`config.mk`:
```
export PLATFORM = sky130hd
export DESIGN_NAME = cs_address_sequencer
export DESIGN_NICKNAME = d
export VERILOG_FILES = /design/src/rtl/cs_address_sequencer_pkg.sv /design/src/rtl/cs_address_mux.sv /design/src/rtl/cs_address_sequencer.sv
export SDC_FILE = /design/constraint.sdc
export NUM_CORES = 1
export LEC_CHECK = 0
export BUFFER_PORTS_ARGS = -buffer_cell sky130_fd_sc_hd__buf_2
export CORE_MARGIN = 8
export CORE_UTILIZATION = 45
export CTS_BUF_LIST = sky130_fd_sc_hd__clkbuf_16
export DETAILED_ROUTE_END_ITERATION = 10
export GPL_ROUTABILITY_DRIVEN = 0
export PLACE_DENSITY = 0.76
export SYNTH_ARGS = -nofsm -noshare
export SYNTH_HDL_FRONTEND = slang
export SYNTH_HIERARCHICAL = 1
export SYNTH_SLANG_ARGS = --single-unit
```
`constraint.sdc`:
```
create_clock -name CS_ADDRESS_SEQUENCER_CLOCK_50 -period 1.9 [get_ports CS_ADDRESS_SEQUENCER_CLOCK_50]
set_input_delay 0.19 -clock CS_ADDRESS_SEQUENCER_CLOCK_50 [delete_from_list [all_inputs] [get_ports CS_ADDRESS_SEQUENCER_CLOCK_50]]
set_output_delay 0.19 -clock CS_ADDRESS_SEQUENCER_CLOCK_50 [all_outputs]
set_load 0.01 [all_outputs]
```
`src/rtl/cs_address_sequencer_pkg.sv`:
```
// Shared constants for the control-store address sequencer and the
// branch-condition stage that feeds it.
package cs_address_sequencer_pkg;

  // Default bus widths
  localparam int ADDR_W    = 11;
  localparam int TIPO_W    = 2;
  localparam int OPFIELD_W = 8;

  // Branch-type encodings, shared with the branch-condition stage
  localparam logic [TIPO_W-1:0] TIPO_NEXT    = 2'b00;
  localparam logic [TIPO_W-1:0] TIPO_JUMP    = 2'b01;
  localparam logic [TIPO_W-1:0] TIPO_DECODE  = 2'b10;
  localparam logic [TIPO_W-1:0] TIPO_ILLEGAL = 2'b11;

  // Control FSM states
  localparam logic [0:0] RUN  = 1'b0;
  localparam logic [0:0] HOLD = 1'b1;

  // Decode dispatch address = {prefix, opfield, pad}
  localparam logic [0:0] DECODE_PREFIX = 1'b1;
  localparam logic [1:0] DECODE_PAD    = 2'b00;

endpackage

```
`src/rtl/cs_address_mux.sv`:
```
// Combinational next-address selection: incrementer, jump target and
// opcode dispatch, plus overflow and illegal-code detection.
module cs_address_mux
  import cs_address_sequencer_pkg::*;
#(
  parameter int ADDR    = 11,
  parameter int OPFIELD = 8
) (
  input  logic [ADDR-1:0]    csai,
  input  logic [1:0]         tipo,
  input  logic [ADDR-1:0]    jump_addr,
  input  logic [OPFIELD-1:0] op_field,
  output logic [ADDR-1:0]    next_addr,
  output logic               overflow,
  output logic               illegal
);

  logic [ADDR-1:0] incr;
  logic            carry;

  // Incrementer; the carry out marks a wrap from all-ones to zero
  assign {carry, incr} = {1'b0, csai} + {{ADDR{1'b0}}, 1'b1};

  // Three-way source select; the illegal code falls back to Next
  always_comb begin
    next_addr = incr;
    overflow  = 1'b0;
    illegal   = 1'b0;
    case (tipo)
      TIPO_JUMP:   next_addr = jump_addr;
      TIPO_DECODE: next_addr = {DECODE_PREFIX, op_field, DECODE_PAD};
      TIPO_ILLEGAL: begin
        next_addr = incr;
        overflow  = carry;
        illegal   = 1'b1;
      end
      default: begin
        next_addr = incr;
        overflow  = carry;
      end
    endcase
  end

endmodule

```
`src/rtl/cs_address_sequencer.sv`:
```
// Control-store address sequencer: holds the microcode address register,
// a RUN/HOLD stall FSM, the decode strobe and a sticky error flag.
module cs_address_sequencer
  import cs_address_sequencer_pkg::*;
#(
  parameter int CS_ADDRESS_SEQUENCER_ADDR    = 11,
  parameter int CS_ADDRESS_SEQUENCER_TIPO    = 2,
  parameter int CS_ADDRESS_SEQUENCER_OPFIELD = 8
) (
  input  logic                                    CS_ADDRESS_SEQUENCER_CLOCK_50,
  input  logic                                    CS_ADDRESS_SEQUENCER_ResetInLow_In,
  input  logic [CS_ADDRESS_SEQUENCER_TIPO-1:0]    CS_ADDRESS_SEQUENCER_Tipo_InBus,
  input  logic [CS_ADDRESS_SEQUENCER_ADDR-1:0]    CS_ADDRESS_SEQUENCER_JumpAddr_InBus,
  input  logic [CS_ADDRESS_SEQUENCER_OPFIELD-1:0] CS_ADDRESS_SEQUENCER_OpField_InBus,
  input  logic                                    CS_ADDRESS_SEQUENCER_Stall_In,
  output logic [CS_ADDRESS_SEQUENCER_ADDR-1:0]    CS_ADDRESS_SEQUENCER_Csai_OutBus,
  output logic                                    CS_ADDRESS_SEQUENCER_DecodeStrobe_Out,
  output logic                                    CS_ADDRESS_SEQUENCER_Error_Out
);

  localparam int AW = CS_ADDRESS_SEQUENCER_ADDR;

  logic          clk;
  logic          rst_n;
  logic          stall;
  logic [1:0]    tipo;

  logic [0:0]    state_reg;
  logic [0:0]    state_next;
  logic [AW-1:0] csai_reg;
  logic          strobe_reg;
  logic          error_reg;

  logic [AW-1:0] next_addr;
  logic          overflow;
  logic          illegal;
  logic          accept;

  assign clk   = CS_ADDRESS_SEQUENCER_CLOCK_50;
  assign rst_n = CS_ADDRESS_SEQUENCER_ResetInLow_In;
  assign stall = CS_ADDRESS_SEQUENCER_Stall_In;
  assign tipo  = CS_ADDRESS_SEQUENCER_Tipo_InBus;

  cs_address_mux #(
    .ADDR    (CS_ADDRESS_SEQUENCER_ADDR),
    .OPFIELD (CS_ADDRESS_SEQUENCER_OPFIELD)
  ) u_mux (
    .csai      (csai_reg),
    .tipo      (tipo),
    .jump_addr (CS_ADDRESS_SEQUENCER_JumpAddr_InBus),
    .op_field  (CS_ADDRESS_SEQUENCER_OpField_InBus),
    .next_addr (next_addr),
    .overflow  (overflow),
    .illegal   (illegal)
  );

  // RUN/HOLD transitions; leaving HOLD samples the new Tipo on the same edge
  always_comb begin
    state_next = state_reg;
    case (state_reg)
      RUN:     state_next = stall ? HOLD : RUN;
      HOLD:    state_next = stall ? HOLD : RUN;
      default: state_next = RUN;
    endcase
  end

  assign accept = (state_next == RUN);

  // Address register, strobe and sticky error; reset clears all immediately
  always_ff @(posedge clk or negedge rst_n) begin
    if (!rst_n) begin
      state_reg  <= RUN;
      csai_reg   <= '0;
      strobe_reg <= 1'b0;
      error_reg  <= 1'b0;
    end else begin
      state_reg <= state_next;
      if (accept) begin
        csai_reg   <= next_addr;
        strobe_reg <= (tipo == TIPO_DECODE);
        error_reg  <= error_reg | illegal | overflow;
      end else begin
        strobe_reg <= 1'b0;
      end
    end
  end

  assign CS_ADDRESS_SEQUENCER_Csai_OutBus        = csai_reg;
  assign CS_ADDRESS_SEQUENCER_DecodeStrobe_Out   = strobe_reg;
  assign CS_ADDRESS_SEQUENCER_Error_Out          = error_reg;

endmodule

```
# Yosys cells after proc, flatten, opt, wreduce, memory -nomap -nowiden
# Cells that the tools add are included.
op_classes:
  n_reduce_logical: 1
  mux: 5
  bitwise: 2
  add_sub_neg: 1
  eq_ne: 3
ops:
  columns: ["cell", "n"]
  rows:
  - ["one-hot mux 11 bit (2 select lines)", 1]
  - ["adder 11 x 1 -> 12 bit (second input constant)", 1]
  - ["== test 2 bit (second input constant)", 2]
  - ["two-way mux 1 bit", 4]
  - ["== test 2 x 1 -> 1 bit (second input constant)", 1]
  - ["OR 1 bit", 2]
  - ["OR reduction 2 bit", 1]
word_totals:
  elab_cells: 15
  input_bits: 24
  reg_bits: 13
  out_inout_bits: 13

# Depth between registers and ports, before layout
# Gate-level depths: netlist (run 1).
depth:
  ltp_word: 4
  depth_mapped: 7
  ltp_nobuf: 6

# Hierarchy
# The synthesis (run 1) kept the hierarchy.
by_module_without_submodules:
  columns: ["module", "seq_area_each_um2", "instances", "area_each_um2", "cells_per_inst"]
  rows:
  - ["cs_address_sequencer", 325.3, 1, 509.2, 28]
  - ["cs_address_mux", 0.0, 1, 386.6, 59]

# Worst setup path before layout (run 1)
# No wires, ideal clock.
synth_timing:
  kind: "register -> register"
  startpoint: "register csai_reg[0] (netlist: CS_ADDRESS_SEQUENCER_Csai_OutBus[0])"
  endpoint: "register csai_reg[10] (netlist: CS_ADDRESS_SEQUENCER_Csai_OutBus[10])"
  arrival_ns: 1.620
  path_buffers: 0
  t_required_ns: 1.835
  setup_slack_ns: 0.216
  stages_incl_launch_ff: 6
  setup_time_ns: 0.065
  synth_period_minus_slack_ns: 1.684
  cell_sequence: "dfrtp_1 > ha_1 > nand3_1 > or4_1 > a31oi_1 > mux2_2"
synth_via:
  elab_chain_cells: 2
synth_lines:
  columns: ["item", "line_no", "text"]
  rows:
  - ["start: declaration", "cs_address_sequencer.sv:30", "logic [AW-1:0] csai_reg;"]
  - ["start signal: assignment", "cs_address_sequencer.sv:79", "csai_reg <= next_addr;"]
  - ["adder 11 x 1 -> 12 bit", "cs_address_mux.sv:22", "assign {carry, incr} = {1'b0, csai} + {{ADDR{1'b0}}, 1'b1};"]
  - ["one-hot mux 11 bit (2 select lines)", "cs_address_mux.sv:29", "case (tipo)"]
  - ["named net next_addr[10]", "cs_address_sequencer.sv:34", "logic [AW-1:0] next_addr;"]
# The timed path passes the listed nets, and every way through them passes these cells.
# A chain may end at the register's enable or synchronous reset.

# Final worst setup path (run 1)
# Ends and elaborated chain as after synthesis.

==> impl_metrics.json, run 1 <==
{
  "synth_area_sq_um": 896,
  "final_common_cell": "buf_2",
  "most-common-layout-cells": "buf_2 (36), dfrtp_1 (11), mux2_4 (8), a221oi_1 (8)",
  "vias_per_cell": 5.73,
  "synthCells": 87,
  "ioPinCount": 37,
  "drt-met1-wl_mm": 1.15,
  "critPathLaunch": "CS_ADDRESS_SEQUENCER_Csai_OutBus[0]",
  "leakage_uw": 0.000551,
  "period_needed_ps": 1750,
  "grt_max_degree": 14,
  "wl_met3_um": 220,
  "antenna_found_initial": 0,
  "cts_setup_buffers": 0,
  "synth_area_leaders": "dfrtp_1 (36%), mux2_4 (13%), a221oi_1 (7.8%), ha_1 (5.6%), a31oi_1 (4.2%)",
  "hold_ws_ps": 167,
  "yosysTopAreaCell": "dfrtp_1",
  "synth_top_area_share_pct": 36.3,
  "io_buffers": 36,
  "cpMaxStageDelayCell": "or4_1",
  "layout-drive-gt1-share_pct": 46.8,
  "min-delay-start": "CS_ADDRESS_SEQUENCER_Tipo_InBus[0]",
  "grt_overflow": 0,
  "grt_pass1_wl_mm": 4.20,
  "critPathKind": "reg -> reg",
  "period_share_pct": 92.1,
  "rsz0062_at_grt": "no",
  "crit_path_max_incr_delay_ps": 530,
  "num-nets-final": 155,
  "crit_path_start_kind": "register",
  "clock_skew_ps": 1.37,
  "vias": 876,
  "detailed_place_hpwl_mm": 1.96,
  "routedWlPerCell_um": 17.5,
  "cts_made_buffers": 3,
  "die_x_um": 60.6,
  "path_cells": "ha_2 > nand3_2 > or4_1 > a31oi_1 > mux2_2",
  "area_delta_synth_final_pct": 34.5,
  "maxCapViolCount": 0,
  "critPathRequiredTime_ps": 2080,
  "initialDrtViolationCount": 9,
  "rows": 16,
  "clock-sinks": 13,
  "hold_path_class": "in -> reg",
  "wirelength_mm": 2.68,
  "endpoint_kind": "register",
  "core_area_sq_um": 1920,
  "slew_headroom_pct": 70.9,
  "worstPathArrival_ps": 1930,
  "multiInputGateArea_sq_um": 541,
  "cts_buffer_depth": 2,
  "register_area_sq_um": 328,
  "synthesis.nets": 115,
  "grt.total_usage_pct": 15.4,
  "synth-seq-area-share_pct": 36.3,
  "drc": 0,
  "crit_family": "simple AND/OR/NAND/NOR gates",
  "status": "complete, no violations",
  "grt_pass1_vias": 878,
  "route.met2.wl_mm": 1.30,
  "drt_first_pass_iters": 4,
  "crit_buf_inv": 0,
  "clk_pin_slew_ps": 50,
  "finalSetupTns_ps": 0,
  "worst_pin_slew_ps": 436,
  "hold_viol_final": 0,
  "setup_violations": 0,
  "highest_layer": "met4",
  "fp.dieH_um": 60.6,
  "cts_tree": "built",
  "slew_viol_final": 0,
  "cts_root_buf": "clkbuf_16",
  "initial_core_util_pct": 46.6,
  "critPathMaxFanout": 7,
  "fillers": 180,
  "power.density_nw_per_um2": 1040,
  "synth.avg_cell_area_sq_um": 10.3,
  "peakVddDrop_uv": 636,
  "num_antenna_cells": 0,
  "clk_latency_ps": 240,
  "drtAntennaViolNets": 0,
  "fmax_ghz": 0.571,
  "die-area_sq_um": 3670,
  "ys_ff_latch": 13,
  "ys_types": 27,
  "htree_levels": 1,
  "yosys_warnings": 6,
  "r2r_start": "CS_ADDRESS_SEQUENCER_Csai_OutBus[0]"
}
report_power, final:
group / switching, uW / total (uW) / internal, uW
clock: 116 / 394 / 278
combinational: 194 / 410 / 216
sequential: 98.9 / 443 / 344
final timing paths:
path / depth (start not counted) / end / slack [ps]
max: 5 / CS_ADDRESS_SEQUENCER_Csai_OutBus[10] / 150
min: 2 / CS_ADDRESS_SEQUENCER_DecodeStrobe_Out / 170
max reg2reg: 5 / CS_ADDRESS_SEQUENCER_Csai_OutBus[10] / 150
min reg2reg: 1 / CS_ADDRESS_SEQUENCER_Error_Out / 470
max in group asynchronous: 2 / CS_ADDRESS_SEQUENCER_Csai_OutBus[1] / 1260
min in group asynchronous: 2 / CS_ADDRESS_SEQUENCER_Csai_OutBus[2] / 380
registers in the layout (all words and copies together) (netlist names):
signal and cells:
CS_ADDRESS_SEQUENCER_Csai_OutBus 11, CS_ADDRESS_SEQUENCER_Error_Out 1, CS_ADDRESS_SEQUENCER_DecodeStrobe_Out 1
per-layer routing:
layer  vias to the layer above  track usage, %
met3                         2            4.24
met2                        32            24.0
met1                       421            19.2
li1                        421               -
met5                         -               0
met4                         0            6.98
worst reg2reg max path, delay by kind of cell, from the launching register on:
| kind | cells | cell delay, ps |
|---|---|---|
| simple gates | 2 | 670 |
| flops | 1 | 400 |
| fa+ha+maj | 1 | 220 |
| compound gates | 1 | 210 |
| mux | 1 | 180 |
cell families after synthesis:
logic type               Yosys count  synth area share, %
buffers and inverters              8                 4.19
multiplexers                      12                 18.3
flip-flops                        13                 36.3
AND/OR/NAND/NOR                   21                 12.8
XOR/XNOR                           3                 2.93
AO/OA/AOI/OAI                     26                 19.8
adder cells (fa/ha/maj)            4                 5.59
stage by stage:
step | setup slack, ps | area, sq um | cells | util (%) | total power (uW)
2_1_floorplan | 216 | 896 | 87 | - | 678
3_3_place_gp | 193 | 1110 | 148 | 57.6 | 822
3_5_place_dp | 114 | 1110 | 148 | 57.6 | 840
4_1_cts | 67.1 | 1190 | 153 | 62.2 | 1240
5_1_grt | 45.0 | 1200 | 153 | 62.7 | 1320
6_report | 150 | 1200 | 153 | 62.7 | 1250
cell type report:
| class | count | share of cell area [%] |
|---|---|---|
| Clock buffer | 3 | 6.23 |
| Clock inverter | 1 | 0.312 |
| Inverter | 3 | 0.935 |
| Multi-Input combinational cell | 66 | 44.9 |
| Sequential cell | 13 | 27.2 |
| Tap cell | 27 | 2.80 |
| Timing Repair Buffer | 40 | 17.7 |
cell usage after synthesis, drive strengths merged:
cell     n
dfrtp   13
nor2     1
a221oi   8
nand3    4
xor2     1
clkbuf   3
nand2    6
a211oi   1
o31ai    2
or4      2
or3      4
o21ai    5
buf      2
ha       4
a31oi    6
nor3b    1
o21bai   1
mux2    11
inv      3
nor4     1
xnor2    2
a21oi    3
mux2i    1
nand4    2
repair_timing:
item                                   4_1_cts  5_1_grt
endpoints found under the hold margin       13        0
hold buffers                                 1        0
resized for setup                            0        4
setup endpoints to repair                    0        1
Note: power is estimated with default switching activity, not from simulation.
==> run 2, diff against run 1 <==
--- a/config.mk
+++ b/config.mk
@@ -7,11 +7,12 @@
 export LEC_CHECK = 0
 export BUFFER_PORTS_ARGS = -buffer_cell sky130_fd_sc_hd__buf_2
 export CORE_MARGIN = 8
-export CORE_UTILIZATION = 45
+export CORE_UTILIZATION = 40
 export CTS_BUF_LIST = sky130_fd_sc_hd__clkbuf_16
 export DETAILED_ROUTE_END_ITERATION = 10
 export GPL_ROUTABILITY_DRIVEN = 0
-export PLACE_DENSITY = 0.76
+export PLACE_DENSITY = 0.68
+export RECOVER_POWER = 50
 export SYNTH_ARGS = -nofsm -noshare
 export SYNTH_HDL_FRONTEND = slang
 export SYNTH_HIERARCHICAL = 1
==> constraint.sdc (replaced) <==
create_clock -name CS_ADDRESS_SEQUENCER_CLOCK_50 -period 1.7 [get_ports CS_ADDRESS_SEQUENCER_CLOCK_50]
set_input_delay 0.17 -clock CS_ADDRESS_SEQUENCER_CLOCK_50 [delete_from_list [all_inputs] [get_ports CS_ADDRESS_SEQUENCER_CLOCK_50]]
set_output_delay 0.17 -clock CS_ADDRESS_SEQUENCER_CLOCK_50 [all_outputs]
set_load 0.01 [all_outputs]
==> run 2 against run 1 <==
  * Critical path depth is 1 lower
  * Final area up 5.6%
  * Count of clock-buffer cells in the layout did not move
  * Critical path type unchanged
==> impl_metrics.json, run 2 (synthesis gave the netlist of run 1 again) <==
{
  "status": "complete, no violations",
  "grt_pass1_vias": 968,
  "routedWlPerCell_um": 16.3,
  "ioPinCount": 37,
  "rows": 17,
  "fmax_ghz": 0.628,
  "largest_register_ffs": 11,
  "clk_pin_slew_ps": 40,
  "crit_family": "simple AND/OR/NAND/NOR gates",
  "fillers": 210,
  "period_needed_ps": 1590,
  "detailed_place_hpwl_mm": 1.99,
  "io_buffers": 36,
  "path_cells": "nand4_1 > or4_1 > a31oi_1 > mux2_4",
  "initialDrtViolationCount": 36,
  "cts_root_buf": "clkbuf_16",
  "critPathMaxFanout": 6,
  "peakVddDrop_uv": 647,
  "dpl_cell_area_sq_um": 1170,
  "initial_core_util_pct": 41.3,
  "crit_buf_inv": 0,
  "cts_tree": "built",
  "slew_headroom_pct": 49.6,
  "slew_viol_final": 0,
  "htree_levels": 1,
  "cpMaxStageDelayCell": "or4_1",
  "die_x_um": 63.3,
  "crit_path_max_incr_delay_ps": 540,
  "finalSetupTns_ps": 0,
  "clock-sinks": 13,
  "crit_path_start_kind": "register",
  "endpoint_kind": "register",
  "cts_buffer_depth": 2,
  "drtAntennaViolNets": 0,
  "most-common-layout-cells": "buf_2 (31), dfrtp_1 (13), buf_4 (13), mux2_4 (8), a221oi_1 (8)",
  "area_delta_synth_final_pct": 42.0,
  "antenna_found_initial": 0,
  "die-area_sq_um": 4010,
  "layout-drive-gt1-share_pct": 45.6,
  "maxCapViolCount": 0,
  "worstPathArrival_ps": 1770,
  "critPathKind": "reg -> reg",
  "grt_overflow": 0,
  "postLayoutCellArea_sq_um": 1270,
  "period_share_pct": 93.6,
  "fp.dieH_um": 63.3,
  "final_common_cell": "buf_2",
  "wirelength_mm": 2.67,
  "grt_pass1_wl_mm": 4.44,
  "power.density_nw_per_um2": 1150,
  "critPathRequiredTime_ps": 1880,
  "finalPower_uw": 1470,
  "drc": 0,
  "setup_violations": 0,
  "num-nets-final": 165,
  "grt_max_degree": 14,
  "grt.total_usage_pct": 13.5,
  "cts_made_buffers": 3,
  "vias_per_cell": 5.74,
  "drt_first_pass_iters": 4,
  "clk_latency_ps": 240,
  "worst_pin_slew_ps": 756,
  "clock_skew_ps": 4.08,
  "num_antenna_cells": 0,
  "leakage_uw": 0.000587,
  "hold_path_class": "in -> reg",
  "hold_viol_final": 0,
  "core_area_sq_um": 2170,
  "vias": 941
}
run 2: worst paths after layout:
| path | start | to | slack, ps | cells after the start |
|---|---|---|---|---|
| worst min register to register | CS_ADDRESS_SEQUENCER_Error_Out | CS_ADDRESS_SEQUENCER_Error_Out | 470 | 1 |
| max in group asynchronous | CS_ADDRESS_SEQUENCER_ResetInLow_In | CS_ADDRESS_SEQUENCER_Csai_OutBus[7] | 710 | 2 |
| min in group asynchronous | CS_ADDRESS_SEQUENCER_ResetInLow_In | CS_ADDRESS_SEQUENCER_Csai_OutBus[2] | 520 | 2 |
| worst max-delay path | CS_ADDRESS_SEQUENCER_Csai_OutBus[2] | CS_ADDRESS_SEQUENCER_Csai_OutBus[9] | 110 | 4 |
| worst min-delay path | CS_ADDRESS_SEQUENCER_Tipo_InBus[0] | CS_ADDRESS_SEQUENCER_DecodeStrobe_Out | 140 | 2 |
| worst max register to register | CS_ADDRESS_SEQUENCER_Csai_OutBus[2] | CS_ADDRESS_SEQUENCER_Csai_OutBus[9] | 110 | 4 |
run 2: worst register-to-register path: stages, from the launching register on:
cell,delay (ps)
dfrtp_1,400
nand4_1,250
or4_1,540
a31oi_1,170
mux2_4,160
run 2: layout make-up:
class	count	area [sq um]	area share (%)
repair buffers	50	282	22.1
inverters	3	11.3	0.885
well taps	28	35.0	2.75
flip-flops and latches	13	325	25.6
clock inverters	1	3.75	0.295
multi-input cells	66	541	42.5
clock buffers	3	75.1	5.90
run 2: repair_timing:
item                       4_1_cts  5_1_grt
resized for setup                0        2
setup endpoints to repair        0        4
buffers inserted                 0        2
hold endpoints to repair        13        0
hold buffers                     1        0
run 2: routing by layer:
metal  part of all wire, %  track usage [%]
met5                     0                0
met1                    44             15.9
met2                    44             21.7
met4                   1.7             5.85
met3                   9.7             4.59
run 2: power breakdown:
part / switching (uW) / internal [uW] / leakage [uW]
clock network: 125 / 310 / 0.0000423
registers: 76.5 / 382 / 0.000155
logic: 269 / 303 / 0.000390
total: 471 / 995 / 0.000587
run 2: stage by stage:
step	utilization (%)	instances	worst slack, ps	hold WS [ps]
finish	58.7	164	109	139
global route	58.7	164	-9.36	157
CTS	57.9	162	35.1	137
detailed placement	53.8	157	42.3	77.8
global placement	53.8	157	98.1	79.2
floorplan	-	87	15.5	-126
==> run 3, diff against run 2 <==
--- a/config.mk
+++ b/config.mk
@@ -11,7 +11,7 @@
 export CTS_BUF_LIST = sky130_fd_sc_hd__clkbuf_16
 export DETAILED_ROUTE_END_ITERATION = 10
 export GPL_ROUTABILITY_DRIVEN = 0
-export PLACE_DENSITY = 0.68
+export PLACE_DENSITY = 0.72
 export RECOVER_POWER = 50
 export SYNTH_ARGS = -nofsm -noshare
 export SYNTH_HDL_FRONTEND = slang
==> run 3 against run 2 <==
  * Worst setup slack worse by 71 ps
  * Maximum frequency fell by 4.2%
  * Critical path type unchanged
  * Global-route usage up 1.1 points
==> impl_metrics.json, run 3 (synthesis gave the netlist of run 1 again) <==
{
  "ioPinCount": 37,
  "initialDrtViolationCount": 25,
  "crit_end": "CS_ADDRESS_SEQUENCER_Csai_OutBus[10]",
  "status": "complete, no violations",
  "hold_viol_final": 0,
  "worstPathArrival_ps": 1850,
  "wirelength_mm": 2.93,
  "detailed_place_hpwl_mm": 2.20,
  "clock_skew_ps": 6.87,
  "reg2reg_depth": 5,
  "slew_headroom_pct": 50.3,
  "setup_violations": 0,
  "vias": 947,
  "clk_pin_slew_ps": 50,
  "grt_pass1_vias": 1038,
  "endpoint_kind": "register",
  "postLayoutCellArea_sq_um": 1280,
  "cts_root_buf": "clkbuf_16",
  "multiInputGateArea_sq_um": 558,
  "drtAntennaViolNets": 0,
  "period_share_pct": 97.7,
  "power.density_nw_per_um2": 1160,
  "register_area_sq_um": 325,
  "vias_per_cell": 5.81,
  "r2r-end": "CS_ADDRESS_SEQUENCER_Csai_OutBus[10]",
  "finalSetupTns_ps": 0,
  "die_x_um": 63.3,
  "drt_first_pass_iters": 4,
  "num_antenna_cells": 0,
  "layout-drive-gt1-share_pct": 46.7,
  "hold_path_class": "in -> reg",
  "most-common-layout-cells": "buf_2 (31), dfrtp_1 (13), buf_4 (12), mux2_4 (8), a221oi_1 (8)",
  "fillers": 208,
  "critPathMaxFanout": 7,
  "rrSetupSlack_ps": 40,
  "grt.total_usage_pct": 14.6,
  "hold_ws_ps": 140,
  "fmax_ghz": 0.602,
  "rsz0062_at_grt": "yes",
  "grt_overflow": 0,
  "clk_latency_ps": 240,
  "peakVddDrop_uv": 543,
  "htree_levels": 1,
  "rows": 17,
  "crit_path_start_kind": "register",
  "io_buffers": 36,
  "num-nets-final": 164,
  "grt_max_degree": 14,
  "routedWlPerCell_um": 18.0,
  "die-area_sq_um": 4010,
  "area_delta_synth_final_pct": 43.2,
  "critPathKind": "reg -> reg",
  "core_area_sq_um": 2170,
  "dpl_cell_area_sq_um": 1150,
  "cts_made_buffers": 3,
  "grt_pass1_wl_mm": 4.84,
  "leakage_uw": 0.000585,
  "slew_viol_final": 0,
  "r2r_start": "CS_ADDRESS_SEQUENCER_Csai_OutBus[0]",
  "antenna_found_initial": 0,
  "critPathLaunch": "CS_ADDRESS_SEQUENCER_Csai_OutBus[0]",
  "final_common_cell": "buf_2",
  "worst_pin_slew_ps": 745,
  "initial_core_util_pct": 41.3,
  "critPathRequiredTime_ps": 1890,
  "maxCapViolCount": 0,
  "clock-sinks": 13,
  "period_needed_ps": 1660,
  "largest_register_ffs": 11,
  "fp.dieH_um": 63.3,
  "cts_buffer_depth": 2,
  "cts_tree": "built",
  "drc": 0
}
run 3: cell count changes in the layout (fill, tap and decap cells not counted), sizes merged:
cell  change
buf       -1
run 3: repair_timing:
action                                 4_1_cts  5_1_grt
resized for setup                            1        4
pin swaps                                    0        3
buffers inserted                             0        3
endpoints found under the hold margin       13        0
gates cloned                                 0        0
setup endpoints to repair                    2        5
hold buffers                                 1        0
run 3: final cells by class:
cell class / count / share of cell area, %
flip-flops and latches: 13 / 25.4
clock inverters: 1 / 0.293
repair buffers: 49 / 21.4
clock buffers: 3 / 5.85
multi-input cells: 66 / 43.5
well taps: 28 / 2.73
inverters: 3 / 0.878
run 3: stage by stage:
| step | utilization (%) | power [uW] | cells | worst slack, ps |
|---|---|---|---|---|
| detailed placement | 53.1 | 1020 | 155 | -62.1 |
| global route | 59.1 | 1590 | 163 | -21.5 |
| finish | 59.1 | 1490 | 163 | 38.3 |
| global placement | 53.1 | 984 | 155 | 37.9 |
| floorplan | - | 758 | 87 | 15.5 |
| CTS | 57.4 | 1470 | 160 | 3.98 |
run 3: report_power, final:
| group | leakage [uW] | switching, uW | total, uW | internal (uW) |
|---|---|---|---|---|
| combinational | 0.000388 | 277 | 581 | 304 |
| sequential | 0.000155 | 86.8 | 469 | 382 |
| clock | 0.0000423 | 134 | 444 | 311 |
| total | 0.000585 | 497 | 1490 | 996 |
run 3: worst max-delay path: stages, from the launching register on:
cell and delay (ps):
dfrtp_1 400, ha_2 240, nand3_4 110, or4_1 520, a31oi_1 180, mux2_2 160
run 3: how the worst min path moves through the flow:
stage | cells past startpoint | startpoint | to
after floorplan | 0 | CS_ADDRESS_SEQUENCER_ResetInLow_In | CS_ADDRESS_SEQUENCER_Csai_OutBus[0]
after global placement | 1 | CS_ADDRESS_SEQUENCER_ResetInLow_In | CS_ADDRESS_SEQUENCER_Csai_OutBus[2]
after detailed placement | 1 | CS_ADDRESS_SEQUENCER_ResetInLow_In | CS_ADDRESS_SEQUENCER_Csai_OutBus[2]
after CTS | 2 | CS_ADDRESS_SEQUENCER_Tipo_InBus[0] | CS_ADDRESS_SEQUENCER_DecodeStrobe_Out
after global routing | 2 | CS_ADDRESS_SEQUENCER_Tipo_InBus[0] | CS_ADDRESS_SEQUENCER_DecodeStrobe_Out
final | 2 | CS_ADDRESS_SEQUENCER_Tipo_InBus[0] | CS_ADDRESS_SEQUENCER_DecodeStrobe_Out
run 3: routing by layer:
metal	vias to the layer above	global-route usage, %	share of wire [%]
met4	0	5.29	1.4
met5	-	0	0
met3	7	4.42	5.4
met1	466	18.5	46
met2	37	22.7	47
li1	437	-	-
